`src/rtl/pc_fetch_unit.sv`:
```
// rtl/pc_fetch_unit.sv - program counter owner and instruction fetch sequencer (optional PC_ALIGN_CHECK_EN)
module pc_fetch_unit #(
    parameter logic [63:0] RESET_PC = 64'h0,
    parameter int          RETIRE_W = 32
) (
    input  logic                clock,
    input  logic                reset,
    output logic                imem_req,
    output logic [63:0]         imem_addr,
    input  logic                imem_valid,
    input  logic [31:0]         imem_data,
    output logic [31:0]         instruction,
    output logic                instr_valid,
    input  logic [1:0]          ps,
    input  logic [63:0]         k,
    input  logic [63:0]         reg_a,
    input  logic                exec_stall,
    output logic [63:0]         pc,
    output logic [63:0]         pc_plus4,
    output logic [RETIRE_W-1:0] retire_count,
    output logic                fault
);

    typedef enum logic [1:0] {
        S_IDLE  = 2'd0,
        S_FETCH = 2'd1,
        S_EXEC  = 2'd2,
        S_FAULT = 2'd3
    } state_t;

    state_t      state;
    state_t      state_next;
    logic [63:0] pc_target;
    logic        advance;
    logic        misaligned;
    logic        take_fault;
    logic        commit;
    logic        capture;

    localparam logic [RETIRE_W-1:0] RETIRE_ONE = {{(RETIRE_W-1){1'b0}}, 1'b1};

    // Candidate next PC; ps=00 keeps the current PC so the instruction repeats.
    always_comb begin
        pc_target = pc;
        case (ps)
            2'b01:   pc_target = pc + 64'd4;
            2'b10:   pc_target = reg_a;
            2'b11:   pc_target = pc + (k << 2);
            default: pc_target = pc;
        endcase
    end

    assign advance = (state == S_EXEC) && !exec_stall && (ps != 2'b00);

`ifdef PC_ALIGN_CHECK_EN
    assign misaligned = ps[1] && (pc_target[1:0] != 2'b00);
`else
    assign misaligned = 1'b0;
`endif

    assign take_fault = advance && misaligned;
    assign commit     = advance && !misaligned;
    assign capture    = (state == S_FETCH) && imem_valid;

    always_ff @(posedge clock) begin
        if (reset) begin
            state <= S_IDLE;
        end else begin
            state <= state_next;
        end
    end

    always_comb begin
        state_next = state;
        case (state)
            S_IDLE:  state_next = S_FETCH;
            S_FETCH: if (imem_valid) state_next = S_EXEC;
            S_EXEC: begin
                if (take_fault) begin
                    state_next = S_FAULT;
                end else if (commit) begin
                    state_next = S_FETCH;
                end
            end
`ifdef PC_ALIGN_CHECK_EN
            S_FAULT: state_next = S_FAULT;
`endif
            default: state_next = S_IDLE;
        endcase
    end

    always_comb begin
        imem_req    = 1'b0;
        instr_valid = 1'b0;
        fault       = 1'b0;
        case (state)
            S_FETCH: imem_req    = 1'b1;
            S_EXEC:  instr_valid = 1'b1;
`ifdef PC_ALIGN_CHECK_EN
            S_FAULT: fault       = 1'b1;
`endif
            default: begin
                imem_req    = 1'b0;
                instr_valid = 1'b0;
                fault       = 1'b0;
            end
        endcase
    end

    // Datapath registers: PC, held instruction and retirement counter.
    always_ff @(posedge clock) begin
        if (reset) begin
            pc           <= RESET_PC;
            instruction  <= 32'h0;
            retire_count <= '0;
        end else begin
            if (capture) begin
                instruction <= imem_data;
            end
            if (commit) begin
                pc           <= pc_target;
                retire_count <= retire_count + RETIRE_ONE;
            end
        end
    end

    assign imem_addr = pc;
    assign pc_plus4  = pc + 64'd4;

endmodule

```
`config.mk`:
```
export PLATFORM = sky130hd
export DESIGN_NAME = pc_fetch_unit
export DESIGN_NICKNAME = d
export VERILOG_FILES = /design/src/rtl/pc_fetch_unit.sv
export SDC_FILE = /design/constraint.sdc
export NUM_CORES = 1
export LEC_CHECK = 0
export CAP_MARGIN = 20
export CORE_ASPECT_RATIO = 1.75
export CORE_MARGIN = 5
export CORE_UTILIZATION = 40
export CTS_CLUSTER_DIAMETER = 60
export DETAILED_ROUTE_END_ITERATION = 8
export HOLD_SLACK_MARGIN = 0.15
export PLACE_DENSITY = 0.73
export SKIP_LAST_GASP = 1
export SLEW_MARGIN = 15
export SYNTH_ARGS = -nofsm -noshare
export SYNTH_HDL_FRONTEND = slang
export SYNTH_SLANG_ARGS = --single-unit
```
`constraint.sdc`:
```
create_clock -name clock -period 4.5 [get_ports clock]
set_clock_uncertainty 0.1 [all_clocks]
set_input_delay 0.45 -clock clock [delete_from_list [all_inputs] [get_ports clock]]
set_output_delay 0.45 -clock clock [all_outputs]
set_load 0.02 [all_outputs]
```
==> flow_metrics.env, run 1 <==
export IMPL_max_freq_ghz=0.231
export IMPL_min_period_ns=4.33
export IMPL_vdd_drop_max_mv=0.275
export IMPL_synth_seq_cells=130
export IMPL_arrival_ns=3.78
export IMPL_max_slew_worst_pin_slew_ns=1.07
export IMPL_ys_flop_type="dfxtp_1"
export IMPL_initialDrtViolationCount=934
export IMPL_clkTransAtPathRegs_ns=0.06
export IMPL_drc_errors=0
export IMPL_ant_nets=0
export IMPL_cts_tree="done"
export IMPL_outcome="finished, final reports clean"
export IMPL_num_rows=82
export IMPL_cp_end_kind="output pin"
export IMPL_async_flop_share_pct=0
export IMPL_layout_common_cells="clkdlybuf4s50_1 (418), nand2_1 (201), nor2_1 (173), a21oi_1 (158), dfxtp_1 (128)"
export IMPL_hold_viol_final=0
export IMPL_layout_commonest_cell="clkdlybuf4s50_1"
export IMPL_syn2layout_area_growth_pct=40.6
export IMPL_design_die_area_mm2=0.0327
export IMPL_hold_class="flip-flop to flip-flop"
export IMPL_hpwl_um=38300
export IMPL_dr_pass1_iters=5
export IMPL_drive_gt1_share_pct=6.12
export IMPL_finalCritPeriodShare_pct=96.3
export IMPL_grt_usage_pct=28.7
export IMPL_switching_power_mw=1.04
export IMPL_clockPowerShare_pct=43.1
export IMPL_postCtsHoldBufs=0
export IMPL_p_seq_share_pct=35.2
export IMPL_start_util_pct=40.5
export IMPL_cts_num_sinks=130
export IMPL_viasPerCell=5.77
export IMPL_root_buffer="clkbuf_16"
export IMPL_rsz0062_at_grt="no"
export IMPL_fin_util_pct=56.9
export IMPL_cts_htree_levels=4
export IMPL_critPathLaunchType="flip-flop"
export IMPL_r2r_start="imem_addr[2]$_SDFFE_PP0P_"
export IMPL_ys_types=91
export IMPL_holdPathStages=2
export IMPL_cts_max_path_buffers=2
export IMPL_hold_path_endpoint="instruction[6]$_SDFFE_PP0P_"
export IMPL_synth_seq_area_share_pct=22.4
export IMPL_drv_slew=0
export IMPL_pwr_share_comb_pct=21.7
export IMPL_portBuffers=421
export IMPL_regToRegEndpoint="imem_addr[60]$_SDFFE_PP0P_"
export IMPL_cp_required_ns=3.95
export IMPL_max_stage_delay_ns=0.70
export IMPL_num_io_pins=425
export IMPL_syn_inst=1602
export IMPL_antenna_found_initial=7
export IMPL_core_mm2=0.0287
export IMPL_gp_congestion=0.956
export IMPL_path_class="flip-flop to output pin"
export IMPL_grt_max_degree=94
export IMPL_grt_pass1_vias=13100
export IMPL_die_height_um=236
export IMPL_syn_nets=1832
export IMPL_netlist_area_mm2=0.0116
export IMPL_max_cap_violations=0
export IMPL_p_per_area_mw_per_mm2=210
export IMPL_cts_setup_buffers=0
export IMPL_p_int_mw=2.39
export IMPL_ys_warn_count=0
export IMPL_p_sw_share_pct=30.4
export IMPL_nets=2145
export IMPL_synth_edf_count=0
export IMPL_rrSetupSlack_ns=0.71
export IMPL_reg2reg_depth=12
export IMPL_path_max_fanout=10
export IMPL_grt_pass1_wl_um=75100
export IMPL_overflow=0
export IMPL_max_slew_margin_pct=28.8
export IMPL_setup_viol=0
export IMPL_num_vias=13300
export IMPL_setup_tns_ns=0
export IMPL_holdCritStartpoint="instruction[6]$_SDFFE_PP0P_"
export IMPL_cts_buffers=17
export IMPL_routed_wl_um=49800
export IMPL_cp_slowest_cell="clkdlybuf4s50_1"
export IMPL_path_cells="nand2_1 -> or3_1 -> nor4_4 -> nand3_4 -> nor2_1 -> and4_1 -> xor2_1 -> clkdlybuf4s50_1"
export IMPL_p_leak_nw=6.42
export IMPL_die_width_um=139
export IMPL_synth_avg_cell_area_um2=7.26
export IMPL_routedWlPerCell_um=21.5
export IMPL_clk_latency_ns=0.45
==> layout make-up <==
type,count,area [um^2]
fillers,2739,12400
multi-input cells,1284,8080
repair buffers,453,4440
flip-flops and latches,130,2610
well taps,378,473
clock buffers,20,467
clock inverters,12,145
inverters,29,109
diodes,7,17.5
==> state kept, by name (all words and copies together), names as in the netlist <==
| signal | cells |
|---|---|
| state | 2 |
| imem_addr | 64 |
| instruction | 32 |
| retire_count | 32 |
==> how the worst max path moves through the flow <==
stage / startpoint / cells past startpoint / endpoint / slack (ns)
after CTS: imem_addr[3]$_SDFFE_PP0P_ / 8 / pc_plus4[63] / 0.03
after global placement: k[0] / 13 / imem_addr[60]$_SDFFE_PP0P_ / 0.28
after global routing: imem_addr[5]$_SDFFE_PP0P_ / 8 / pc_plus4[63] / 0.02
final: imem_addr[5]$_SDFFE_PP0P_ / 8 / pc_plus4[63] / 0.17
after floorplan: imem_addr[3]$_SDFFE_PP0P_ / 10 / pc_plus4[52] / 1.21
after detailed placement: k[0] / 13 / imem_addr[60]$_SDFFE_PP0P_ / 0.30
==> repair_timing <==
item	CTS	global route
hold endpoints to repair	0	0
endpoints found under the setup margin	1	3
gates resized for setup	1	2
==> logic make-up after synthesis <==
group | Yosys count | share of synthesized area (%)
multiplexers | 20 | 1.78
XOR/XNOR | 130 | 9.86
other | 1 | 0.0323
buffers and inverters | 188 | 8.32
flip-flops | 130 | 22.4
AO/OA/AOI/OAI | 458 | 25.1
adder cells (fa/ha/maj) | 64 | 6.95
AND/OR/NAND/NOR | 611 | 25.6
==> power groups by stage <==
stage | clock, mW | sequential, mW | combinational [mW]
detailed placement | 0 | 1.23 | 0.734
global route | 1.54 | 1.21 | 0.792
finish | 1.48 | 1.21 | 0.744
floorplan | 0 | 1.25 | 0.371
global placement | 0 | 1.23 | 0.728
CTS | 1.50 | 1.21 | 0.739
==> worst max-delay path, delay by kind of cell, from the launching register on <==
family | cells | cell delay (ns)
xor+xnor | 1 | 0.25
buf+inv | 1 | 0.70
simple gates | 6 | 1.86
flops | 1 | 0.54
==> synth_stat cells, types with 24 or more instances <==
cell type,count,area (um^2)
a21oi_1,158,791
nand2_1,201,754
xnor2_1,61,534
nand4_1,33,206
a21o_1,44,330
nor3_1,31,155
a211oi_1,24,180
o21ai_0,73,365
and3_1,29,181
dfxtp_1,130,2600
xor2_1,68,596
clkbuf_1,77,289
ha_1,63,788
buf_4,68,510
inv_1,29,109
nor2_1,173,649
nand3_1,54,270
==> through the flow <==
stage	hold slack, ns	worst slack (ns)	instances	instance area, um^2	power (mW)
2_1_floorplan	0.434	1.21	1602	11600	1.62
3_3_place_gp	0.341	0.278	2274	15700	1.96
3_5_place_dp	0.345	0.298	2274	15700	1.97
4_1_cts	0.349	0.0314	2306	16300	3.44
5_1_grt	0.376	0.0169	2313	16300	3.54
6_report	0.352	0.167	2313	16300	3.43
==> metal layers <==
metal	routed length [um]	track usage (%)	up-vias
met5	0	0	-
met4	2160	14.3	0
met3	3100	4.92	145
met2	26400	53.8	617
met1	18200	30.6	6284
li1	-	-	6303
Note: power is estimated with default switching activity, not from simulation.
==> run 2: changes to the inputs <==
--- a/config.mk
+++ b/config.mk
@@ -13,6 +13,7 @@
 export DETAILED_ROUTE_END_ITERATION = 8
 export HOLD_SLACK_MARGIN = 0.15
 export PLACE_DENSITY = 0.73
+export RECOVER_POWER = 25
 export SKIP_LAST_GASP = 1
 export SLEW_MARGIN = 15
 export SYNTH_ARGS = -nofsm -noshare
==> run 2 against run 1 <==
Against the previous run:
- the run now ends with max-capacitance violations, max-slew violations left
- worst setup slack improved by 0.022 ns
- hold slack worse by 0.0042 ns
- global-route usage is the same
- design area about the same
- largest power group unchanged
==> flow_metrics.env, run 2 (synthesis gave the netlist of run 1 again) <==
export IMPL_place_ws_ns=0.298
export IMPL_drive_gt1_share_pct=6.07
export IMPL_path_max_fanout=10
export IMPL_syn2layout_area_growth_pct=40.5
export IMPL_max_stage_delay_ns=0.70
export IMPL_drc_errors=0
export IMPL_outcome="finished with violations"
export IMPL_grt_pass1_vias=13100
export IMPL_p_int_mw=2.38
export IMPL_vdd_drop_max_mv=0.275
export IMPL_cts_tree="done"
export IMPL_clkTransAtPathRegs_ns=0.06
export IMPL_pwr_share_comb_pct=21.6
export IMPL_failed_checks="max-capacitance violations, max-slew violations"
export IMPL_cts_max_path_buffers=2
export IMPL_gp_congestion=0.956
export IMPL_cts_num_sinks=130
export IMPL_hold_class="flip-flop to flip-flop"
export IMPL_cp_end_kind="output pin"
export IMPL_portBuffers=421
export IMPL_min_period_ns=4.31
export IMPL_cts_htree_levels=4
export IMPL_postCtsHoldBufs=0
export IMPL_drv_slew=132
export IMPL_path_cells="nand2_1 -> or3_1 -> nor4_4 -> nand3_4 -> nor2_1 -> and4_1 -> xor2_1 -> clkdlybuf4s50_1"
export IMPL_hold_viol_final=0
export IMPL_max_freq_ghz=0.232
export IMPL_p_leak_nw=6.61
export IMPL_root_buffer="clkbuf_16"
export IMPL_antenna_found_initial=7
export IMPL_viasPerCell=5.75
export IMPL_die_width_um=139
export IMPL_ant_nets=0
export IMPL_cts_buffers=17
export IMPL_critPathBufInv=1
export IMPL_nets=2145
export IMPL_routed_wl_um=49800
export IMPL_die_height_um=236
export IMPL_num_vias=13300
export IMPL_overflow=0
export IMPL_p_seq_share_pct=35.2
export IMPL_grt_max_degree=94
export IMPL_clk_latency_ns=0.45
export IMPL_critical_path_top_delay_family="simple AND/OR/NAND/NOR gates"
export IMPL_dr_pass1_iters=6
export IMPL_cp_slowest_cell="clkdlybuf4s50_1"
export IMPL_hpwl_um=38300
export IMPL_largest_reg_flops=64
export IMPL_setup_tns_ns=0
export IMPL_design_die_area_mm2=0.0327
export IMPL_worst_slack_ns=0.189
export IMPL_setup_viol=0
export IMPL_path_class="flip-flop to output pin"
export IMPL_num_rows=82
export IMPL_max_slew_margin_pct=-41.7
export IMPL_switching_power_mw=1.04
export IMPL_p_per_area_mw_per_mm2=209
export IMPL_grt_usage_pct=28.7
export IMPL_p_sw_share_pct=30.4
export IMPL_rsz0062_at_grt="no"
export IMPL_core_mm2=0.0287
export IMPL_max_cap_violations=2
export IMPL_arrival_ns=3.76
export IMPL_grt_pass1_wl_um=75100
export IMPL_critPathLaunchType="flip-flop"
export IMPL_layout_commonest_cell="clkdlybuf4s50_1"
export IMPL_start_util_pct=40.5
export IMPL_max_slew_worst_pin_slew_ns=2.13
export IMPL_clockPowerShare_pct=43.2
export IMPL_initialDrtViolationCount=961
export IMPL_fin_util_pct=56.9
export IMPL_layout_common_cells="clkdlybuf4s50_1 (360), nand2_1 (201), nor2_1 (173), a21oi_1 (158), dfxtp_1 (128)"
export IMPL_num_io_pins=425
export IMPL_finalCritPeriodShare_pct=95.8
export IMPL_cts_setup_buffers=0
export IMPL_routedWlPerCell_um=21.5
export IMPL_cp_required_ns=3.95
## run 2: changes by cell type in the layout (fill, tap and decap cells not counted), sizes merged
cell | previous run | this run
clkdlybuf4s50 | 418 | 360
buf | 35 | 33
clkbuf | 20 | 22
dlygate4sd3 | 0 | 58
## run 2: layer usage
| metal | vias up | share of wire [%] | global-route usage, % |
|---|---|---|---|
| met2 | 555 | 53 | 53.8 |
| met4 | 0 | 4.3 | 14.3 |
| li1 | 6311 | - | - |
| met1 | 6279 | 37 | 30.6 |
| met5 | - | 0 | 0 |
| met3 | 145 | 5.6 | 4.92 |
## run 2: worst paths after layout
kind	start	end	slack (ns)	depth (start not counted)
hold / removal	instruction[6]$_SDFFE_PP0P_	instruction[6]$_SDFFE_PP0P_	0.35	2
setup reg to reg	imem_addr[2]$_SDFFE_PP0P_	imem_addr[60]$_SDFFE_PP0P_	0.67	12
hold reg to reg	instruction[6]$_SDFFE_PP0P_	instruction[6]$_SDFFE_PP0P_	0.35	2
setup / recovery	imem_addr[5]$_SDFFE_PP0P_	pc_plus4[63]	0.19	8
## run 2: cell type report
class	count	area, um^2
Clock inverter	12	145
Timing Repair Buffer	453	4440
Clock buffer	20	467
Fill cell	2740	12400
Antenna cell	7	17.5
Tap cell	378	473
Multi-Input combinational cell	1284	8080
Sequential cell	130	2610
Inverter	29	109
## run 2: power by group through the flow
stage | Combinational (mW) | Clock (mW) | Sequential [mW]
finish | 0.738 | 1.48 | 1.21
global route | 0.787 | 1.54 | 1.21
CTS | 0.739 | 1.50 | 1.21
detailed placement | 0.734 | 0 | 1.23
global placement | 0.728 | 0 | 1.23
floorplan | 0.371 | 0 | 1.25
## run 2: through the flow
step	instances	cell area (um^2)	hold slack, ns	power [mW]
after floorplan	1602	11600	0.434	1.62
final	2313	16300	0.348	3.42
after detailed placement	2274	15700	0.345	1.97
after global placement	2274	15700	0.341	1.96
after global routing	2313	16300	0.374	3.54
after CTS	2306	16300	0.349	3.44
## run 2: worst min-delay path: stages (launching register included)
cell,delay [ns]
dfxtp_1,0.30
nand2_1,0.05
a21oi_1,0.05
## run 2: what timing repair did
item                                    4_1_cts  5_1_grt
gates cloned                                  0        0
hold endpoints to repair                      0        0
gates resized for setup                       1        2
endpoints found under the setup margin        1        3
==> patch: new RTL, config.mk and constraints of run 1 <==
Set the parameter `RETIRE_W` to 24 (it was 32).
--- a/src/rtl/pc_fetch_unit.sv
+++ b/src/rtl/pc_fetch_unit.sv
@@ -2,5 +2,5 @@
 module pc_fetch_unit #(
     parameter logic [63:0] RESET_PC = 64'h0,
-    parameter int          RETIRE_W = 32
+    parameter int          RETIRE_W = 24
 ) (
     input  logic                clock,
Ports: changed (resized retire_count); port bits go from 425 to 417. The function was not compared with the original's and may differ.
==> patch against run 1 <==
  * Power fell by 3.1%
  * Die area down 2.0%
  * Worst hold slack worse by 90 ps
  * Wire length rose by 3.5%
  * Non-clock buffer count shrank 9
  * Setup slack gained 1.4 ps
  * Cell area decreased by 2.5%
  * Area after synthesis down 2.2%
  * Sequential share of layout area shrank 0.60 points
  * Utilization up 0.092 points
  * Cell count decreased by 1.3%
  * Via count is 0.55% higher
  * Sequential cell count fell by 8
  * Largest cell class unchanged
  * Highest routed layer unchanged
==> patch: results (changes against run 1) <==
Place
  – HPWL after DPL: 40.3 mm (+5.1%)
  – Port Buf Inserts: 413 (-1.9%)
  – Routability Congestion: 0.982 (+2.7%)
  – DP Area: 15,300 um2 (-2.4%)
  – DP Cell Count: 2,247 (-1.2%)

Logic synthesis
  – Largest cells by area after synthesis: dfxtp_1, a21oi_1, ha_1
  – Synth Area per Inst: 7.14 um2 (-1.7%)
  – Top post-synthesis cells by count: nand2_1, a21oi_1, nor2_1, dfxtp_1, o21ai_0
  – Synth Warn #: 0 (unchanged)
  – Syn Nets: 1,824 (-0.44%)
  – Register area share after synthesis: 0.215 (-0.00916)
  – Netlist cell types: 86 (-5.5%)

GRT
  – Pin count of the biggest net entering global routing: 86 (-8.5%)
  – Initial antenna violation count: 1 (-6)
  – All-Layer GR Usage: 0.311 (+0.0238)
  – First-pass GRT wire length: 76.6 mm (+2.0%)

Run status
  – Outcome: finished clean

Timing
  – Rel. slew slack: 0.196 (-0.0914)

Power
  – Leakage power: 6.16 nW (-4.1%)
  – Worst IR drop on VDD: 0.000282 V (+2.4%)

Cells and area
  – # fillers: 2,699 (-1.5%)
  – Fin cells: 2,284 (-1.3%)
  – Layout Nets: 2,124 (-0.98%)
  – Layout cells sized above 1: 0.0545 (-0.00667)

Critical path
  – Delay of the slowest cell on the worst path: 650 ps (-50 ps)
  – CP startpoint: imem_addr[6]
  – R2r setup slk: 630 ps (-80 ps)
  – Critical Path Fanout Max: 9 (-1)

Detailed routing
  – Via count: 13,400 (+0.55%)
  – Average wire per standard cell: 22.6 um (+4.8%)
  – DRT Pass-1 Iters: 5 (unchanged)
  – DR iter-0 viols: 986 (+5.6%)

Hold path
  – Hold WC Path Type: input pin to flip-flop
  – Min-Delay Startpoint: reset

CTS
  – Clock Latency Late Sink: 470 ps (+20 ps)
[patch: path summary, 6_finish.rpt]
kind,cells after the start,to
hold reg to reg,2,instruction[22]
hold / removal,2,imem_addr[12]
setup reg to reg,11,imem_addr[50]
setup / recovery,7,pc_plus4[49]
[patch: report_power, final]
part / internal (W) / total (W) / switching (W) / leakage (nW)
logic: 0.000355 / 0.000785 / 0.000430 / 4.89
clock network: 0.000737 / 0.00139 / 0.000656 / 0.283
registers: 0.00111 / 0.00114 / 0.0000357 / 0.988
[patch: cells by family after synthesis]
group	after synthesis	share of synthesized area
buf+inv	192	0.0873
xor+xnor	126	0.0970
simple gates	579	0.241
mux	21	0.0189
flops	122	0.215
fa+ha+maj	64	0.0711
other cells	1	0.000330
compound gates	489	0.269
[patch: layer usage]
layer  part of all wire  global-route usage
met5                  0                   0
met4              0.050               0.166
met1               0.36               0.346
met2               0.53               0.559
met3              0.060              0.0470
[patch: through the flow]
| stage | hold WS, ps | setup slack [ps] |
|---|---|---|
| 6_report | 262 | 169 |
| 5_1_grt | 273 | 41.5 |
| 4_1_cts | 250 | 30.4 |
| 3_5_place_dp | 346 | 327 |
| 3_3_place_gp | 341 | 361 |
| 2_1_floorplan | 434 | 1330 |
[patch: repair_timing]
item                       in CTS  in global routing
setup endpoints to repair       0                  4
hold buffers                    0                  0
gates resized for setup         0                  3
[patch: area by class of cell]
class / instances / area (um2) / area share
Antenna cell: 4 / 10.0 / 0.000628
Timing Repair Buffer: 444 / 4360 / 0.274
Clock buffer: 17 / 425 / 0.0267
Sequential cell: 122 / 2440 / 0.153
Inverter: 29 / 109 / 0.00683
Clock inverter: 15 / 153 / 0.00958
Multi-Input combinational cell: 1280 / 7960 / 0.500
Tap cell: 373 / 467 / 0.0293
